## config.mk

```make
export PLATFORM = sky130hd
export DESIGN_NAME = clk_divider_nch
export DESIGN_NICKNAME = d
export VERILOG_FILES = /design/src/rtl/clk_div_pkg.sv /design/src/rtl/clk_div_chan.sv /design/src/rtl/clk_divider_nch.sv
export SDC_FILE = /design/constraint.sdc
export NUM_CORES = 1
export LEC_CHECK = 0
export BUFFER_PORTS_ARGS = -buffer_cell sky130_fd_sc_hd__clkbuf_2
export CAP_MARGIN = 20
export CORE_ASPECT_RATIO = 1.4
export CORE_MARGIN = 2
export CORE_UTILIZATION = 50
export CTS_CLUSTER_SIZE = 28
export DETAILED_ROUTE_END_ITERATION = 8
export PLACE_DENSITY_LB_ADDON = 0.3
export SETUP_SLACK_MARGIN = 0.05
export SYNTH_ARGS = -nofsm -noshare
export SYNTH_HDL_FRONTEND = slang
export SYNTH_SLANG_ARGS = --single-unit
```

## constraint.sdc

```tcl
create_clock -name clk_in -period 7.3 [get_ports clk_in]
set_clock_uncertainty 0.05 [all_clocks]
set_input_delay 1.095 -clock clk_in [delete_from_list [all_inputs] [get_ports clk_in]]
set_output_delay 1.095 -clock clk_in [all_outputs]
set_load 0.03 [all_outputs]
```

## src/rtl/clk_div_pkg.sv

```systemverilog
// Shared constants, state encoding and helpers for the multi-channel divider.
// Optional feature macro: CLKDIV_GLITCHFREE_EN (see clk_div_chan).
package clk_div_pkg;

  localparam int DIV_W_DEF = 16;
  localparam int DIV_MIN   = 2;

  typedef enum logic {DIS = 1'b0, RUN = 1'b1} chan_state_t;

  // Length of the high phase; odd divisors keep the extra cycle high.
  function automatic logic [31:0] calc_hi(input logic [31:0] div);
    return div - (div >> 1);
  endfunction

endpackage

```

## src/rtl/clk_div_chan.sv

```systemverilog
// One divider channel: DIS/RUN FSM, period counter, registered clk_out/tick.
// CLKDIV_GLITCHFREE_EN: divisor updates wait in a pending register until the
// period wraps; otherwise an update takes effect at once and restarts the period.
module clk_div_chan
  import clk_div_pkg::*;
#(
  parameter int                DIV_W   = DIV_W_DEF,
  parameter logic [DIV_W-1:0]  DIV_RST = DIV_W'(5208)
) (
  input  logic             clk_in,
  input  logic             rst,
  input  logic             en,
  input  logic             wr,
  input  logic [DIV_W-1:0] wr_div,
  output logic             ready,
  output logic             clk_out,
  output logic             tick
);

  chan_state_t      state, state_nxt;
  logic [DIV_W-1:0] cnt, cnt_nxt, div, div_nxt;
  logic             clk_nxt, tick_nxt;
  logic             run_ok, last;
  logic [31:0]      hi;

  assign run_ok = en && (div >= DIV_W'(DIV_MIN));
  assign last   = (cnt == div - DIV_W'(1));
  assign hi     = calc_hi(32'(div));

`ifdef CLKDIV_GLITCHFREE_EN
  logic             pvld, pvld_nxt;
  logic [DIV_W-1:0] pdiv, pdiv_nxt;

  assign ready = !pvld;

  // Pending divisor register, applied at wrap or while disabled.
  always_ff @(posedge clk_in or posedge rst) begin
    if (rst) begin
      pvld <= 1'b0;
      pdiv <= '0;
    end else begin
      pvld <= pvld_nxt;
      pdiv <= pdiv_nxt;
    end
  end
`else
  assign ready = 1'b1;
`endif

  // State, counter, divisor and output registers.
  always_ff @(posedge clk_in or posedge rst) begin
    if (rst) begin
      state   <= DIS;
      cnt     <= '0;
      div     <= DIV_RST;
      clk_out <= 1'b0;
      tick    <= 1'b0;
    end else begin
      state   <= state_nxt;
      cnt     <= cnt_nxt;
      div     <= div_nxt;
      clk_out <= clk_nxt;
      tick    <= tick_nxt;
    end
  end

  // Next-state, counter and output decode; outputs are registered from cnt_nxt.
  always_comb begin
    state_nxt = state;
    cnt_nxt   = '0;
    clk_nxt   = 1'b0;
    tick_nxt  = 1'b0;
    div_nxt   = div;
`ifdef CLKDIV_GLITCHFREE_EN
    pvld_nxt  = pvld;
    pdiv_nxt  = pdiv;
`endif
    unique case (state)
      DIS: begin
        if (run_ok) begin
          state_nxt = RUN;
          clk_nxt   = 1'b1;
          tick_nxt  = 1'b1;
        end
      end
      RUN: begin
        if (!run_ok) begin
          state_nxt = DIS;
        end else begin
          cnt_nxt  = last ? '0 : cnt + DIV_W'(1);
          clk_nxt  = 32'(cnt_nxt) < hi;
          tick_nxt = (cnt_nxt == '0);
        end
      end
      default: state_nxt = DIS;
    endcase

`ifdef CLKDIV_GLITCHFREE_EN
    if (pvld) begin
      if (state == DIS) begin
        // Hold off enabling until the new ratio is in place.
        div_nxt   = pdiv;
        pvld_nxt  = 1'b0;
        state_nxt = DIS;
        clk_nxt   = 1'b0;
        tick_nxt  = 1'b0;
      end else if (run_ok && last) begin
        div_nxt  = pdiv;
        pvld_nxt = 1'b0;
        if (pdiv < DIV_W'(DIV_MIN)) begin
          state_nxt = DIS;
          clk_nxt   = 1'b0;
          tick_nxt  = 1'b0;
        end
      end
    end
    if (wr) begin
      pvld_nxt = 1'b1;
      pdiv_nxt = wr_div;
    end
`else
    if (wr) begin
      // Immediate update restarts the period from cnt 0.
      div_nxt = wr_div;
      cnt_nxt = '0;
      if (en && (wr_div >= DIV_W'(DIV_MIN))) begin
        state_nxt = RUN;
        clk_nxt   = 1'b1;
        tick_nxt  = 1'b1;
      end else begin
        state_nxt = DIS;
        clk_nxt   = 1'b0;
        tick_nxt  = 1'b0;
      end
    end
`endif
  end

endmodule

```

## src/rtl/clk_divider_nch.sv

```systemverilog
// NCH-channel programmable clock divider: config decode, cfg_ready mux and
// one clk_div_chan per channel. Optional feature macro: CLKDIV_GLITCHFREE_EN.
module clk_divider_nch
  import clk_div_pkg::*;
#(
  parameter int NCH          = 4,
  parameter int DIV_W        = DIV_W_DEF,
  parameter int CLK_IN_FREQ  = 50_000_000,
  parameter int CLK_OUT_FREQ = 9600,
  localparam int CH_W        = (NCH > 1) ? $clog2(NCH) : 1
) (
  input  logic             clk_in,
  input  logic             rst,
  input  logic [NCH-1:0]   ch_en,
  input  logic             cfg_valid,
  output logic             cfg_ready,
  input  logic [CH_W-1:0]  cfg_ch,
  input  logic [DIV_W-1:0] cfg_div,
  output logic [NCH-1:0]   clk_out,
  output logic [NCH-1:0]   tick
);

  localparam logic [DIV_W-1:0] DIV_RST = DIV_W'(CLK_IN_FREQ / CLK_OUT_FREQ);

  logic [NCH-1:0]       rdy, wr;
  logic [2**CH_W-1:0]   rdy_ext;

  // Out-of-range channel indices always look ready so the write is dropped.
  for (genvar i = 0; i < 2**CH_W; i++) begin : g_rdy
    if (i < NCH) begin : g_in
      assign rdy_ext[i] = rdy[i];
    end else begin : g_out
      assign rdy_ext[i] = 1'b1;
    end
  end

  assign cfg_ready = rdy_ext[cfg_ch];

  for (genvar i = 0; i < NCH; i++) begin : g_ch
    assign wr[i] = cfg_valid && cfg_ready && (cfg_ch == CH_W'(i));

    clk_div_chan #(
      .DIV_W   (DIV_W),
      .DIV_RST (DIV_RST)
    ) u_chan (
      .clk_in  (clk_in),
      .rst     (rst),
      .en      (ch_en[i]),
      .wr      (wr[i]),
      .wr_div  (cfg_div),
      .ready   (rdy[i]),
      .clk_out (clk_out[i]),
      .tick    (tick[i])
    );
  end

endmodule

```

; ---- Yosys cells after proc, flatten, opt, wreduce, memory -nomap -nowiden
; Index checks and enable logic that the tools add are counted.
[word_totals]
ff_bits = 140
input_bits = 25
out_inout_bits = 9
elab_cells = 125
[classes]
add_sub_neg = 12
n_lt_le_gt_ge = 10
eq_ne = 7
muxes = 54
bitwise = 4
n_reduce_logical = 18
[ops]
columns = cell, n
row1 = 16-bit 2-to-1 mux, 16
row2 = 16-bit by 32-bit < comparator with 1-bit output, 4
row3 = 16-bit by 2-bit >= comparator with 1-bit output (second input constant), 5
row4 = 16-bit by 15-bit subtractor with 17-bit output, 4
row5 = 16-bit by 1-bit adder with 16-bit output (second input constant), 4
row6 = 16-bit equality test, 4
row7 = 16-bit logical NOT, 4
row8 = 16-bit by 1-bit subtractor with 16-bit output (second input constant), 4
row9 = 1-bit 2-to-1 mux, 29
row10 = 1-bit case mux with 2 select lines, 8
row11 = 1-bit logical AND, 13
row12 = 2-bit equality test (second input constant), 2
row13 = 1-bit inverter, 4
row14 = 2-bit by 3-bit < comparator with 1-bit output (second input constant), 1
row15 = 1-bit binary-select mux with 2-bit select, 1
row16 = 2-bit by 1-bit equality test with 1-bit output (second input constant), 1
row17 = 2-bit logical NOT, 1

; ---- Depth between registers and ports, before layout
[logic_depth]
ltp_word = 7
ltp_mapped = 20
mapped_depth_nobuf = 20

; ---- By module
; Synthesis repeated with hierarchy kept, for this count alone.
[hier_totals]
hier_cells = 1745
hier_area_um2 = 14914.3
[by_module_without_submodules]
columns = module, n_inst, cells_per_inst, area_per_inst_um2, seq_area_each_um2
row1 = clk_div_chan (g_ch[0].u_chan ...), 3, 433, 3722.3, 882.1
row2 = clk_div_chan (g_ch[3].u_chan), 1, 441, 3679.8, 882.1
row3 = clk_divider_nch, 1, 5, 67.6, 0.0

; ---- Least setup slack after synthesis
; OpenSTA, ideal clock, no wires.
[synth_path]
path_kind = register -> register
startpoint = register g_ch[0].u_chan.div[2]
endpoint = register g_ch[0].u_chan.clk_out
setup_ns = 0.082
arrival_time_ns = 3.691
t_required_ns = 7.168
setup_slack_ns = 3.477
path_stages_with_launch = 18
n_path_buf = 2
synth_period_minus_slack_ns = 3.823
cell_sequence = dfrtp_1 -> inv_1 -> ha_1 -> nand3_1 -> or3_1 -> o21ai_0 -> o221ai_1 -> nor4_1 -> buf_2 -> buf_1 -> nor2_1 -> ha_1 -> a21oi_1 -> nor2_1 -> a2111oi_0 -> o211ai_1 -> a221o_1 -> a31oi_1
[synth_between]
elab_chain_cells = 7
word_cells_on_any_way = 11
cone_classes = 2 x add/sub / 2 x order compare / 1 x eq/ne / 5 x mux / 1 x reduce/logical
[synth_lines]
columns = item, line_no
row1 = from (decl), clk_div_chan.sv:21  ; logic [DIV_W-1:0] cnt, cnt_nxt, div, div_nxt;
row2 = from (signal assigned), clk_div_chan.sv:61  ; div <= div_nxt;
row3 = 16-bit by 1-bit subtractor with 16-bit output, clk_div_chan.sv:27  ; assign last = (cnt == div - DIV_W'(1));
row4 = 16-bit equality test, clk_div_chan.sv:27
row5 = 16-bit 2-to-1 mux, clk_div_chan.sv:90  ; cnt_nxt = last ? '0 : cnt + DIV_W'(1);
row6 = 16-bit by 32-bit < comparator with 1-bit output, clk_div_chan.sv:91  ; clk_nxt = 32'(cnt_nxt) < hi;
row7 = 1-bit 2-to-1 mux, clk_div_chan.sv:87  ; if (!run_ok) begin
row8 = 1-bit case mux with 2 select lines *, clk_div_chan.sv:78  ; unique case (state)
row9 = 1-bit 2-to-1 mux *, clk_div_chan.sv:122  ; if (wr) begin
row10 = named net g_ch[0].u_chan.clk_nxt, clk_div_chan.sv:22  ; logic clk_nxt, tick_nxt;
row11 = to (signal assigned), clk_div_chan.sv:62  ; clk_out <= clk_nxt;
row12 = to (decl), clk_div_chan.sv:16  ; output logic clk_out,
; The timed path passes the listed nets; every way through them passes the cells marked *.
; A chain may end at the register's enable or synchronous reset.

; ---- Worst setup path in the final report
; Ends and elaborated chain as after synthesis.

==> reports/results.ini <==
[synth]
synth_area_per_cell_um2=8.65
yosys_register_bits=140
yosys_warnings=0
synth.distinct_cells=73
yosysSeqAreaShare_pct=26.4
synth_edf_count=0
synth_nets=1774
netlist_instances=1545
netlist_area_mm2=0.0134
postSynth.asyncResetShare_pct=100
synth_ff_type=sky130_fd_sc_hd__dfrtp_1

[setup_path]
crit_type=flip-flop to flip-flop
worst_path_largest_cell_delay_ps=410
crit_family=compound AO/OA/AOI/OAI gates
timing.critical_path.from_type=flip-flop
critical_path.max_fanout=20
ff2ff_path_depth=18
critical_path.slowest_cell=sky130_fd_sc_hd__dfrtp_1
worstPathCellList=inv_1 -> ha_1 -> nand3_1 -> or3_1 -> o21ai_0 -> o221ai_1 -> nor4_2 -> buf_4 -> nor2_1 -> ha_1 -> a21o_1 -> a21o_1 -> a21o_1 -> a21o_1 -> a21o_1 -> a21o_1 -> a221o_1 -> a31oi_1
worstReg2RegStart=g_ch[0].u_chan.div[2]
arrival_ps=4810
crit_path_frequent_cell=sky130_fd_sc_hd__a21o_1
critical_path_depth=18
crit_path_end_kind=flip-flop
crit_required_ps=7600
critical_path.n_buffers_inverters=2
critPathLaunch=g_ch[0].u_chan.div[2]

[power_and_ir_drop]
worst_ir_drop_vdd_mv=0.149
switching_power_mw=1.46
pwr_density_cell_mw_per_mm2=252
p_seq_share_pct=26.8
internal-power_mw=2.15
leakage_nw=6.76
switching_share_pct=40.5
power.total_mw=3.61
power_frac_clock_pct=24.0
share_comb_of_total_power_pct=49.2

[route]
wl_per_cell_um=17.4
drtPass1Iterations=5
vias_per_cell=5.75
vias=10900
antenna_violating_nets_post_route=0
drt_drc_violations_left=0
drt_first_iter_violations=523
post_detailed_routing_wire_length_mm=33.0

[layout]
final_nets=1788
final_core_utilization_pct=54.7
syn_to_final_growth_pct=7.17
share_of_post_route_cells_with_drive_strength_above_1_pct=9.22
instances_no_fill=1896
nFillCells=2408
most-common-layout-cells=sky130_fd_sc_hd__nor2_1 (202), sky130_fd_sc_hd__ha_1 (200), sky130_fd_sc_hd__xnor2_1 (137), sky130_fd_sc_hd__inv_1 (131), sky130_fd_sc_hd__dfrtp_1 (120)
layout_commonest_cell=sky130_fd_sc_hd__nor2_1
antennaDiodeCount=0

[cts]
clk_root_buffer_cell=sky130_fd_sc_hd__clkbuf_16
cts.sink_count=140
tritoncts=yes
postCtsSetupBuffers=0
cts_resized=0
clk-insertion-delay-late_ps=440
cts.htree.levels=4
clk_pin_slew_worst_paths_ps=60
cts_hold_buffers=0
cts-buffers-inserted=17
cts_buffer_depth=2

[placement]
portBuffers=32
dp.final_hpwl_mm=25.9
globalplace.congestion=0.940
place_inst=1864

[sta]
worst_pin_slew_ps=884
hold-worst-slack_ps=451
final.period_utilization_pct=61.7
final_number_of_setup_violating_endpoints=0
max_freq_mhz=222
worst_slew_slack_as_a_fraction_of_its_limit_pct=40.9
fin_setup_tns_ps=0
unrepaired_setup_endpoints_after_global_routing=no
final_hold_viol_count=0
slew_violations=0
final_period_minus_worst_setup_slack_ps=4510

[grt]
grt_start_max_net_pins=80
grt_use_total_pct=24.3
global_route.overflow_total=0
grt_first_pass_wirelength_mm=54.3
grt_antenna_before_repair=0
via_count_of_the_first_global_routing_pass=11300

[die]
placementRows=70
chipHeight_um=197
die_x_um=142
dieArea_mm2=0.0281
core-area_mm2=0.0262
top_level_ports=34
initial_utilization_pct=51.0

[worst_hold_path]
min_from=g_ch[0].u_chan.state
worstHoldPathCells=1
hp-class=flip-flop to flip-flop

[flow_run]
number_of_max_cap_violations=0

[outcome]
status=finished clean

[per-layer routing]
metal / vias up / GRT usage (%) / part of all wire [%]
li1: 5347 / - / -
met1: 5264 / 28.0 / 42
met2: 221 / 44.2 / 52
met3: 74 / 3.05 / 2.7
met4: 0 / 11.5 / 3.8
met5: - / 0 / 0
[through the flow]
step	worst slack [ps]	cell area, µm²
floorplan	2440	13400
global placement	2880	13800
detailed placement	2850	13800
CTS	2790	14300
global route	2510	14300
finish	2790	14300
[path summary, 6_finish.rpt]
check	slack, ps	endpoint
max in group asynchronous	5190	g_ch[0].u_chan.tick
hold / removal	450	g_ch[0].u_chan.tick
setup reg to reg	2790	g_ch[0].u_chan.clk_out
min in group asynchronous	740	g_ch[1].u_chan.div[2]
setup / recovery	2790	g_ch[0].u_chan.clk_out
hold reg to reg	450	g_ch[0].u_chan.tick
[cells by family (layout without fill, tap and decap cells)]
group	after synthesis	after routing	share of synthesized area, %
compound gates	243	243	11.6
mux	47	47	3.95
fa+ha+maj	204	204	19.3
xor+xnor	210	210	13.8
simple gates	527	527	19.6
flops	140	140	26.4
buf+inv	173	200	5.34
other cells	1	1	0.0281
[power by group through the flow]
stage	registers (mW)	clock network, mW	logic, mW
global placement	0.974	0	1.70
detailed placement	0.979	0	1.74
global route	0.981	0.917	1.99
floorplan	0.952	0	1.38
CTS	0.967	0.884	1.76
finish	0.968	0.867	1.78
[cell usage after synthesis (all sizes together) (13+ instances only)]
cell type / number / area (µm²)
a21o: 17 / 128
a21oi: 62 / 310
a31oi: 18 / 113
and3: 23 / 144
buf: 26 / 160
clkbuf: 15 / 57.6
dfrtp: 120 / 3000
dfstp: 20 / 526
ha: 200 / 2500
inv: 132 / 495
mux2: 46 / 518
nand2: 76 / 285
nand3: 55 / 275
nand4: 33 / 206
nor2: 202 / 758
nor2b: 18 / 113
nor3: 31 / 160
nor4: 15 / 93.8
o21ai: 58 / 290
o21bai: 13 / 97.6
xnor2: 137 / 1200
xor2: 73 / 639
[cell type report]
type	instances	area (µm²)	share of cell area (%)
clock inverter	8	92.6	0.646
inverter	132	500	3.49
timing repair buffer	36	190	1.33
sequential	140	3530	24.6
tap	324	405	2.83
clock buffer	24	472	3.29
multi-input combinational	1232	9140	63.8
[worst reg2reg max path: cells and delay by family (launching register included)]
kind / cells / cell delay [ps]
adder cells (fa/ha/maj): 2 / 600
flip-flops: 1 / 410
AND/OR/NAND/NOR: 4 / 890
buffers and inverters: 2 / 460
AO/OA/AOI/OAI: 10 / 2030
[registers in the layout, indices dropped and copies added, names as in the netlist]
register / cells
g_ch.u_chan.clk_out: 4
g_ch.u_chan.div: 64
g_ch.u_chan.state: 4
g_ch.u_chan.cnt: 64
g_ch.u_chan.tick: 4
Note: power is estimated with default switching activity, not from simulation.
